### config.mk
export PLATFORM = sky130hd
export DESIGN_NAME = touch_adc_reader
export DESIGN_NICKNAME = d
export VERILOG_FILES = /design/src/rtl/touch_pkg.sv /design/src/rtl/tp_sync.sv /design/src/rtl/touch_adc_reader.sv
export SDC_FILE = /design/constraint.sdc
export NUM_CORES = 1
export LEC_CHECK = 0
export BUFFER_PORTS_ARGS = -buffer_cell sky130_fd_sc_hd__buf_2
export CORE_MARGIN = 2
export CORE_UTILIZATION = 24
export DETAILED_ROUTE_END_ITERATION = 12
export GPL_TIMING_DRIVEN = 0
export PLACE_DENSITY_LB_ADDON = 0.1
export SYNTH_ARGS = -nofsm -noshare
export SYNTH_HDL_FRONTEND = slang
export SYNTH_SLANG_ARGS = --single-unit
### constraint.sdc
create_clock -name clk -period 1.9 [get_ports clk]
set_input_delay 0.095 -clock clk [delete_from_list [all_inputs] [get_ports clk]]
set_output_delay 0.095 -clock clk [all_outputs]
set_load 0.01 [all_outputs]
### src/rtl/touch_pkg.sv
// Shared types and frame geometry for the touch-screen controller reader.
package touch_pkg;
  typedef enum logic [1:0] {ST_IDLE, ST_SETUP, ST_SHIFT, ST_GAP} state_t;

  localparam int CMD_BITS   = 8;
  localparam int DATA_BITS  = 12;
  localparam int FRAME_BITS = 24;
  localparam int DATA_FIRST = 9;
  localparam int DATA_LAST  = 20;
endpackage

### src/rtl/tp_sync.sv
// Two-flop synchronizer bringing the controller's serial data into clk.
module tp_sync (
  input  logic clk,
  input  logic rst_n,
  input  logic d,
  output logic q
);
  logic meta;

  always_ff @(posedge clk or negedge rst_n) begin
    if (!rst_n) begin
      meta <= 1'b0;
      q    <= 1'b0;
    end else begin
      meta <= d;
      q    <= meta;
    end
  end
endmodule

### src/rtl/touch_adc_reader.sv
// Runs one 24-clock serial frame with a touch-screen ADC controller per start request.
// state | meaning
// IDLE  | waiting for start, counters held at zero
// SETUP | chip select asserted, first command bit on TP_DIN, one half period
// SHIFT | 24 TP_DCLK periods: command out, 12 result bits in
// GAP   | chip select released for two half periods, done on the last clk
module touch_adc_reader
  import touch_pkg::*;
#(
  parameter int HALF_PER = 64
) (
  input  logic                 clk,
  input  logic                 rst_n,
  input  logic                 start,
  input  logic [CMD_BITS-1:0]  cmd,
  output logic                 busy,
  output logic                 done,
  output logic [DATA_BITS-1:0] data,
  output logic                 TP_CS,
  output logic                 TP_DCLK,
  output logic                 TP_DIN,
  input  logic                 TP_DOUT
);
  localparam int CW = $clog2(2 * HALF_PER);
  localparam logic [CW-1:0] HALF_M1 = CW'(HALF_PER - 1);
  localparam logic [CW-1:0] GAP_M1  = CW'(2 * HALF_PER - 1);
  localparam logic [CW-1:0] H_ONE   = CW'(1);
  localparam logic [4:0]    K_FIRST = 5'(DATA_FIRST);
  localparam logic [4:0]    K_LAST  = 5'(DATA_LAST);
  localparam logic [4:0]    K_END   = 5'(FRAME_BITS - 1);
  localparam logic [4:0]    K_ONE   = 5'd1;

  state_t                 state, state_n;
  logic [CW-1:0]          hcnt, hcnt_n;
  logic [4:0]             kcnt, kcnt_n;
  logic [CMD_BITS-2:0]    cmd_q, cmd_n;
  logic [DATA_BITS-1:0]   shreg, sh_n, data_n;
  logic                   busy_n, done_n, cs_n, dclk_n, din_n;
  logic                   dout_s;

  tp_sync u_sync (
    .clk   (clk),
    .rst_n (rst_n),
    .d     (TP_DOUT),
    .q     (dout_s)
  );

  always_ff @(posedge clk or negedge rst_n) begin
    if (!rst_n) begin
      state   <= ST_IDLE;
      hcnt    <= '0;
      kcnt    <= '0;
      cmd_q   <= '0;
      shreg   <= '0;
      data    <= '0;
      busy    <= 1'b0;
      done    <= 1'b0;
      TP_CS   <= 1'b1;
      TP_DCLK <= 1'b0;
      TP_DIN  <= 1'b0;
    end else begin
      state   <= state_n;
      hcnt    <= hcnt_n;
      kcnt    <= kcnt_n;
      cmd_q   <= cmd_n;
      shreg   <= sh_n;
      data    <= data_n;
      busy    <= busy_n;
      done    <= done_n;
      TP_CS   <= cs_n;
      TP_DCLK <= dclk_n;
      TP_DIN  <= din_n;
    end
  end

  // TP_DCLK itself marks the high/low phase of the current bit period.
  always_comb begin
    state_n = state;
    hcnt_n  = hcnt;
    kcnt_n  = kcnt;
    cmd_n   = cmd_q;
    sh_n    = shreg;
    data_n  = data;
    busy_n  = busy;
    done_n  = 1'b0;
    cs_n    = TP_CS;
    dclk_n  = TP_DCLK;
    din_n   = TP_DIN;
    case (state)
      ST_IDLE: begin
        hcnt_n = '0;
        kcnt_n = '0;
        if (start) begin
          state_n = ST_SETUP;
          hcnt_n  = HALF_M1;
          cmd_n   = cmd[CMD_BITS-2:0];
          busy_n  = 1'b1;
          cs_n    = 1'b0;
          din_n   = cmd[CMD_BITS-1];
        end
      end
      ST_SETUP: begin
        if (hcnt == '0) begin
          state_n = ST_SHIFT;
          hcnt_n  = HALF_M1;
          dclk_n  = 1'b1;
        end else begin
          hcnt_n = hcnt - H_ONE;
        end
      end
      ST_SHIFT: begin
        if (hcnt != '0) begin
          hcnt_n = hcnt - H_ONE;
        end else begin
          hcnt_n = HALF_M1;
          if (TP_DCLK) begin
            dclk_n = 1'b0;
            // remaining command bits drain out MSB first; zeros follow
            din_n  = cmd_q[CMD_BITS-2];
            cmd_n  = {cmd_q[CMD_BITS-3:0], 1'b0};
            if (kcnt >= K_FIRST && kcnt <= K_LAST)
              sh_n = {shreg[DATA_BITS-2:0], dout_s};
          end else if (kcnt == K_END) begin
            state_n = ST_GAP;
            hcnt_n  = GAP_M1;
            kcnt_n  = '0;
            cs_n    = 1'b1;
          end else begin
            kcnt_n = kcnt + K_ONE;
            dclk_n = 1'b1;
          end
        end
      end
      ST_GAP: begin
        din_n = 1'b0;
        // done/busy are registered, so they are set one clk ahead of the last GAP clk
        if (hcnt == H_ONE) begin
          data_n = shreg;
          done_n = 1'b1;
          busy_n = 1'b0;
        end
        if (hcnt == '0) state_n = ST_IDLE;
        else            hcnt_n  = hcnt - H_ONE;
      end
      default: state_n = ST_IDLE;
    endcase
  end
endmodule

==> summary.md, run 1 <==
| Metric | Value |
|---|---|
| Violation count after the first detailed-route iteration | `69` |
| Synth async-reset ratio | `1.00` |
| I/O pin count | `29` |
| Tcrit/Tclk final | `0.971` |
| Worst vdd ir | `0.000482 V` |
| Cell count after synthesis | `215` |
| Drt pass-1 iters | `3` |
| Buf/Inv on CP | `3` |
| Worst setup EP type | `flop` |
| Final hold vios | `0` |
| Setup violations, final | `0` |
| Top post-synthesis cells by area | `dfrtp_1 50%, mux2_1 6.2%, mux2_2 5.8%, ha_1 5.4%, o221a_2 2.2%` |
| Worst-skew pair later-pin latency | `0.31 ns` |
| Die Height | `107 um` |
| Placed Area | `2850 um^2` |
| TritonCTS Buffers | `5` |
| CP max-delay cell | `dfrtp_1` |
| Hold Crit Class | `input pin to flop` |
| Max-slew violation count | `0` |
| CTS tree | `yes` |
| Die X | `107 um` |
| Largest area contributor in the netlist | `dfrtp_1` |
| Setup slack after layout | `0.0558 ns` |
| Crit-path max cell delay | `0.43 ns` |
| Final #Nets | `287` |
| Critical Path, Cell by Cell | `inv_2, ha_4, nor4_4, o22ai_2, nand4_1, buf_6, buf_4, mux2_2` |
| Ys Warns | `0` |
| Design area | `3230 um^2` |
| Vias per inst | `4.49` |
| Layout cell share with drive strength beyond 1 | `0.423` |
| Kind of critical path | `flop to flop` |
| Layout area overhead | `27.2%` |
| CTS root buffer | `clkbuf_8` |
| Sink Count | `52` |
| Detailed Route WL | `5780 um` |
| Flops & latches, synth | `52` |
| Critical path depth in cells | `8` |
| EDFF count, synth | `0` |
| WHS Path Cells | `3` |
| CP arrival | `2.05 ns` |
| Leading cell types in the layout, fill and taps excluded | `50 x dfrtp_1, 28 x buf_2, 13 x mux2_2, 12 x nand2_1, 11 x buf_4` |
| Required @ worst endpoint | `2.10 ns` |
| Gpl congestion | `0.697` |
| Crit path launch type | `flop` |
| Leakage power | `1.56 nW` |
| Finished Layout Cells | `401` |
| Fin Hold WS | `0.116 ns` |
| GRT Overall Usage | `0.106` |
| Kind of cell adding the most delay to the critical path | `flip-flops` |
| DR WL/cell | `14.4 um` |
| CTS Buffer Depth | `2` |
| RSZ-0062 raised after global routing | `true` |
| Core ar. | `10,300 um^2` |
| Highest clock rate | `542 MHz` |
| Diode count | `0` |
| Crit Path Max Fanout | `4` |
| Place WS | `-0.212 ns` |
| Dpl cells | `379` |
| Post-DP HPWL | `3840 um` |
| Post-synthesis sequential area ratio | `0.513` |
| TNS Setup | `0 ns` |
| Total global routing overflow | `0` |
| Clock transition at path regs | `0.11 ns` |
| Max Cap Viol | `0` |
| Row count | `37` |
| Top-area cell type share of the netlist area | `0.502` |
| Cell variety after synth | `49` |
| PortBufs | `28` |
| Total number of vias | `1,799` |
| H-tree Lvls | `2` |
| Worst Reg-to-Reg Cells | `8` |
| Min Tclk post-route | `1.84 ns` |
| Die area | `11,400 um^2` |
| Most common cell after layout, fill and taps aside | `dfrtp_1` |
| Power Dens Cells | `1200 nW/um^2` |
| Top_reg_cell synth | `dfrtp_1` |
| Relative slew slack | `0.673` |
| Syn Area/Cell | `11.8 um^2` |
| Drt drc | `0` |
| Worst Tran Pin Value | `0.490 ns` |
| Clk_skew | `0.00674 ns` |
| Initial antenna violation count | `0` |
| Synth Cell Area | `2540 um^2` |
| Vias in the first global route | `1,799` |
| Maximum number of pins on one net before global-route repair | `53` |
| Antenna Nets Post-Route | `0` |
| Initial Utilization | `0.246` |
| Status | `complete, no violations` |
| Syn Nets | `238` |
| First-pass GRT wire length | `9580 um` |
## metrics by stage
step | power (mW) | utilization
floorplan | 2.57 | -
global placement | 2.98 | 0.276
detailed placement | 2.97 | 0.276
CTS | 3.85 | 0.300
global route | 4.19 | 0.313
finish | 3.89 | 0.313
## power by group
part | leakage (nW) | internal [mW] | switching, mW
Clock | 0.0463 | 0.272 | 0.428
Sequential | 0.675 | 1.31 | 0.187
Combinational | 0.838 | 0.794 | 0.901
## kinds of logic (layout without fill, tap and decap cells)
family,count (synthesis),in the layout,synth area share
mux,31,31,0.135
buf+inv,19,69,0.0350
flops,52,52,0.513
fa+ha+maj,11,11,0.0542
xor+xnor,5,5,0.0172
simple gates,59,59,0.131
compound gates,38,38,0.114
## per-layer routing
| layer | global-route usage | vias to the layer above | share of wire | wire, um |
|---|---|---|---|---|
| met2 | 0.160 | 22 | 0.45 | 2590 |
| met3 | 0.0207 | 6 | 0.025 | 142 |
| met4 | 0.0334 | 0 | 0.013 | 78 |
| li1 | - | 870 | - | - |
| met5 | 0 | - | 0 | 0 |
| met1 | 0.153 | 901 | 0.51 | 2970 |
## worst reg2reg max path: stages (launching register included)
cell	delay [ns]
dfrtp_1	0.43
inv_2	0.08
ha_4	0.17
nor4_4	0.27
o22ai_2	0.13
nand4_1	0.09
buf_6	0.13
buf_4	0.12
mux2_2	0.32
## what timing repair did
item	4_1_cts	5_1_grt
gates resized for setup	18	25
pin swaps	5	5
hold endpoints to repair	1	12
cloned	1	0
hold buffers	1	1
endpoints found under the setup margin	35	25
buffers inserted	10	1
## synthesized netlist by cell type, types with 3 or more instances
cell type / n
inv_1: 11
a22o_1: 3
nand3_1: 5
nand2b_1: 4
a31oi_1: 3
nor2b_1: 3
mux2_1: 14
a21oi_1: 8
ha_1: 11
or3_1: 3
mux2i_1: 4
o21ai_0: 3
mux2_2: 13
o22ai_1: 4
dfrtp_1: 51
xor2_1: 4
or2_2: 6
nor2_1: 7
o221a_2: 5
nand4_1: 5
nand2_1: 13
## worst paths after layout
check	startpoint	to	slack, ns
min in group asynchronous	rst_n	cmd_q[2]	0.21
hold / removal	cmd[1]	cmd_q[1]	0.12
hold reg to reg	u_sync.meta	u_sync.q	0.36
max in group asynchronous	rst_n	data[3]	1.16
setup reg to reg	kcnt[1]	shreg[0]	0.06
setup / recovery	kcnt[1]	shreg[0]	0.06
## flip-flops by register name (all words and copies together) (netlist names)
name / cells
data: 12
shreg: 12
cmd_q: 7
hcnt: 7
kcnt: 5
state: 2
TP_CS: 1
TP_DCLK: 1
TP_DIN: 1
busy: 1
done: 1
u_sync.meta: 1
u_sync.q: 1
## area by class of cell
type / instances / area [um^2]
plain buffers: 7 / 61.3
clock buffers: 5 / 68.8
clock inverters: 3 / 27.5
fillers: 1045 / 7090
inverters: 11 / 45.0
multi-input cells: 144 / 1280
flip-flops and latches: 52 / 1300
well taps: 136 / 170
repair buffers: 43 / 278
No activity file was read; power rests on OpenSTA's default activity.
==> run 2, diff against run 1 <==
Settings changed: RECOVER_POWER set to 100.
==> run 2 against run 1 <==
Effect of this change:
- clock power barely moved
- sequential power barely moved
- core utilization fell by 0.55 points
- first-iteration DRC count fell by 10%
- largest cell class unchanged
==> summary.md, run 2 (same netlist as run 1, synthesis figures left out) <==
| Metric | Value |
|---|---|
| Antenna Nets Post-Route | `0` |
| Kind of critical path | `flop to flop` |
| Diode count | `0` |
| Die Height | `107 um` |
| Max-slew violation count | `0` |
| Clk_skew | `0.00647 ns` |
| Crit path launch type | `flop` |
| CTS root buffer | `clkbuf_8` |
| Leakage power | `1.48 nW` |
| Final hold vios | `0` |
| CTS tree | `yes` |
| Drt pass-1 iters | `4` |
| Post-DP HPWL | `3840 um` |
| Worst setup EP type | `flop` |
| Layout area overhead | `25.0%` |
| Total global routing overflow | `0` |
| Worst Tran Pin Value | `0.793 ns` |
| Clock transition at path regs | `0.11 ns` |
| GRT Overall Usage | `0.106` |
| CTS Buffer Depth | `2` |
| Worst vdd ir | `0.000477 V` |
| Gpl congestion | `0.697` |
| DR WL/cell | `14.5 um` |
| Vias per inst | `4.52` |
| Dpl cells | `379` |
| Drt drc | `0` |
| Most common cell after layout, fill and taps aside | `dfrtp_1` |
| Die X | `107 um` |
| Sink Count | `52` |
| Setup violations, final | `0` |
| Detailed Route WL | `5800 um` |
| Min Tclk post-route | `1.84 ns` |
| Row count | `37` |
| RSZ-0062 raised after global routing | `true` |
| CP arrival | `2.05 ns` |
| Final core occ | `0.308` |
| Initial Utilization | `0.246` |
| Highest clock rate | `542 MHz` |
| Total number of vias | `1,811` |
| Placed Area | `2850 um^2` |
| Power Dens Cells | `1210 nW/um^2` |
| I/O pin count | `29` |
| Initial antenna violation count | `0` |
| Fill cells | `1,064` |
| Fin Hold WS | `0.116 ns` |
| Required @ worst endpoint | `2.11 ns` |
| Top Registers | `data: 12 flops, shreg: 12 flops` |
| Tcrit/Tclk final | `0.970` |
| Crit Path Max Fanout | `10` |
| Violation count after the first detailed-route iteration | `62` |
| Status | `complete, no violations` |
| H-tree Lvls | `2` |
| TritonCTS Buffers | `5` |
| Hold Crit Class | `input pin to flop` |
| Die area | `11,400 um^2` |
| Layout cell share with drive strength beyond 1 | `0.351` |
| Maximum number of pins on one net before global-route repair | `53` |
| Finished Layout Cells | `401` |
| Vias in the first global route | `1,799` |
| Final #Nets | `287` |
| First-pass GRT wire length | `9580 um` |
| Max Cap Viol | `0` |
| Worst-skew pair later-pin latency | `0.31 ns` |
| Relative slew slack | `0.471` |
| TNS Setup | `0 ns` |
| PortBufs | `28` |
| Design area | `3180 um^2` |
| Core ar. | `10,300 um^2` |
| Leading cell types in the layout, fill and taps excluded | `50 x dfrtp_1, 19 x clkbuf_1, 13 x mux2_2, 12 x nand2_1, 12 x buf_2` |
-- run 2: cell count changes in the layout (fill, tap and decap cells not counted), sizes merged --
cell / change
buf: -22
clkbuf: +22
-- run 2: worst max-delay path: stages, from the launching register on --
cell and delay (ns):
dfrtp_1 0.40, inv_1 0.07, ha_1 0.23, buf_6 0.15, or2_4 0.26, nor2_4 0.11, o211a_1 0.20, mux2_1 0.32
-- run 2: path summary, 6_finish.rpt --
check	startpoint	end	slack, ns	depth (start not counted)
worst max-delay path	state[0]	state[1]	0.06	7
worst min-delay path	cmd[1]	cmd_q[1]	0.12	3
worst max register to register	state[0]	state[1]	0.06	7
worst min register to register	u_sync.meta	u_sync.q	0.36	0
max in group asynchronous	rst_n	data[3]	0.44	3
min in group asynchronous	rst_n	cmd_q[2]	0.36	2
-- run 2: area by class of cell --
class | instances | area (um^2) | area share
Buffer | 7 | 58.8 | 0.0185
Clock buffer | 5 | 68.8 | 0.0217
Clock inverter | 3 | 27.5 | 0.00867
Inverter | 11 | 45.0 | 0.0142
Multi-Input combinational cell | 144 | 1270 | 0.399
Sequential cell | 52 | 1300 | 0.411
Tap cell | 136 | 170 | 0.0536
Timing Repair Buffer | 43 | 235 | 0.0741
-- run 2: where the power goes --
group	leakage, nW	internal (mW)	switching, mW	total, mW
combinational	0.761	0.754	0.885	1.64
sequential	0.675	1.31	0.187	1.49
clock	0.0463	0.272	0.428	0.700
-- run 2: repair_timing --
| action | CTS | global route |
|---|---|---|
| endpoints found under the hold margin | 1 | 12 |
| setup endpoints to repair | 35 | 25 |
| buffers inserted | 10 | 1 |
| pin swaps | 5 | 5 |
| gates cloned | 1 | 0 |
| hold buffers | 1 | 1 |
| resized for setup | 18 | 25 |
-- run 2: stage by stage --
step | power (mW) | worst slack (ns)
after floorplan | 2.57 | 0.0734
after global placement | 2.98 | -0.217
after detailed placement | 2.97 | -0.212
after CTS | 3.85 | 0.00228
after global routing | 4.13 | -0.0576
final | 3.83 | 0.0564
-- run 2: metal layers --
metal | global-route usage | part of all wire | up-vias
li1 | - | - | 870
met1 | 0.153 | 0.50 | 905
met2 | 0.160 | 0.45 | 30
met3 | 0.0207 | 0.031 | 6
met4 | 0.0334 | 0.013 | 0
met5 | 0 | 0 | -
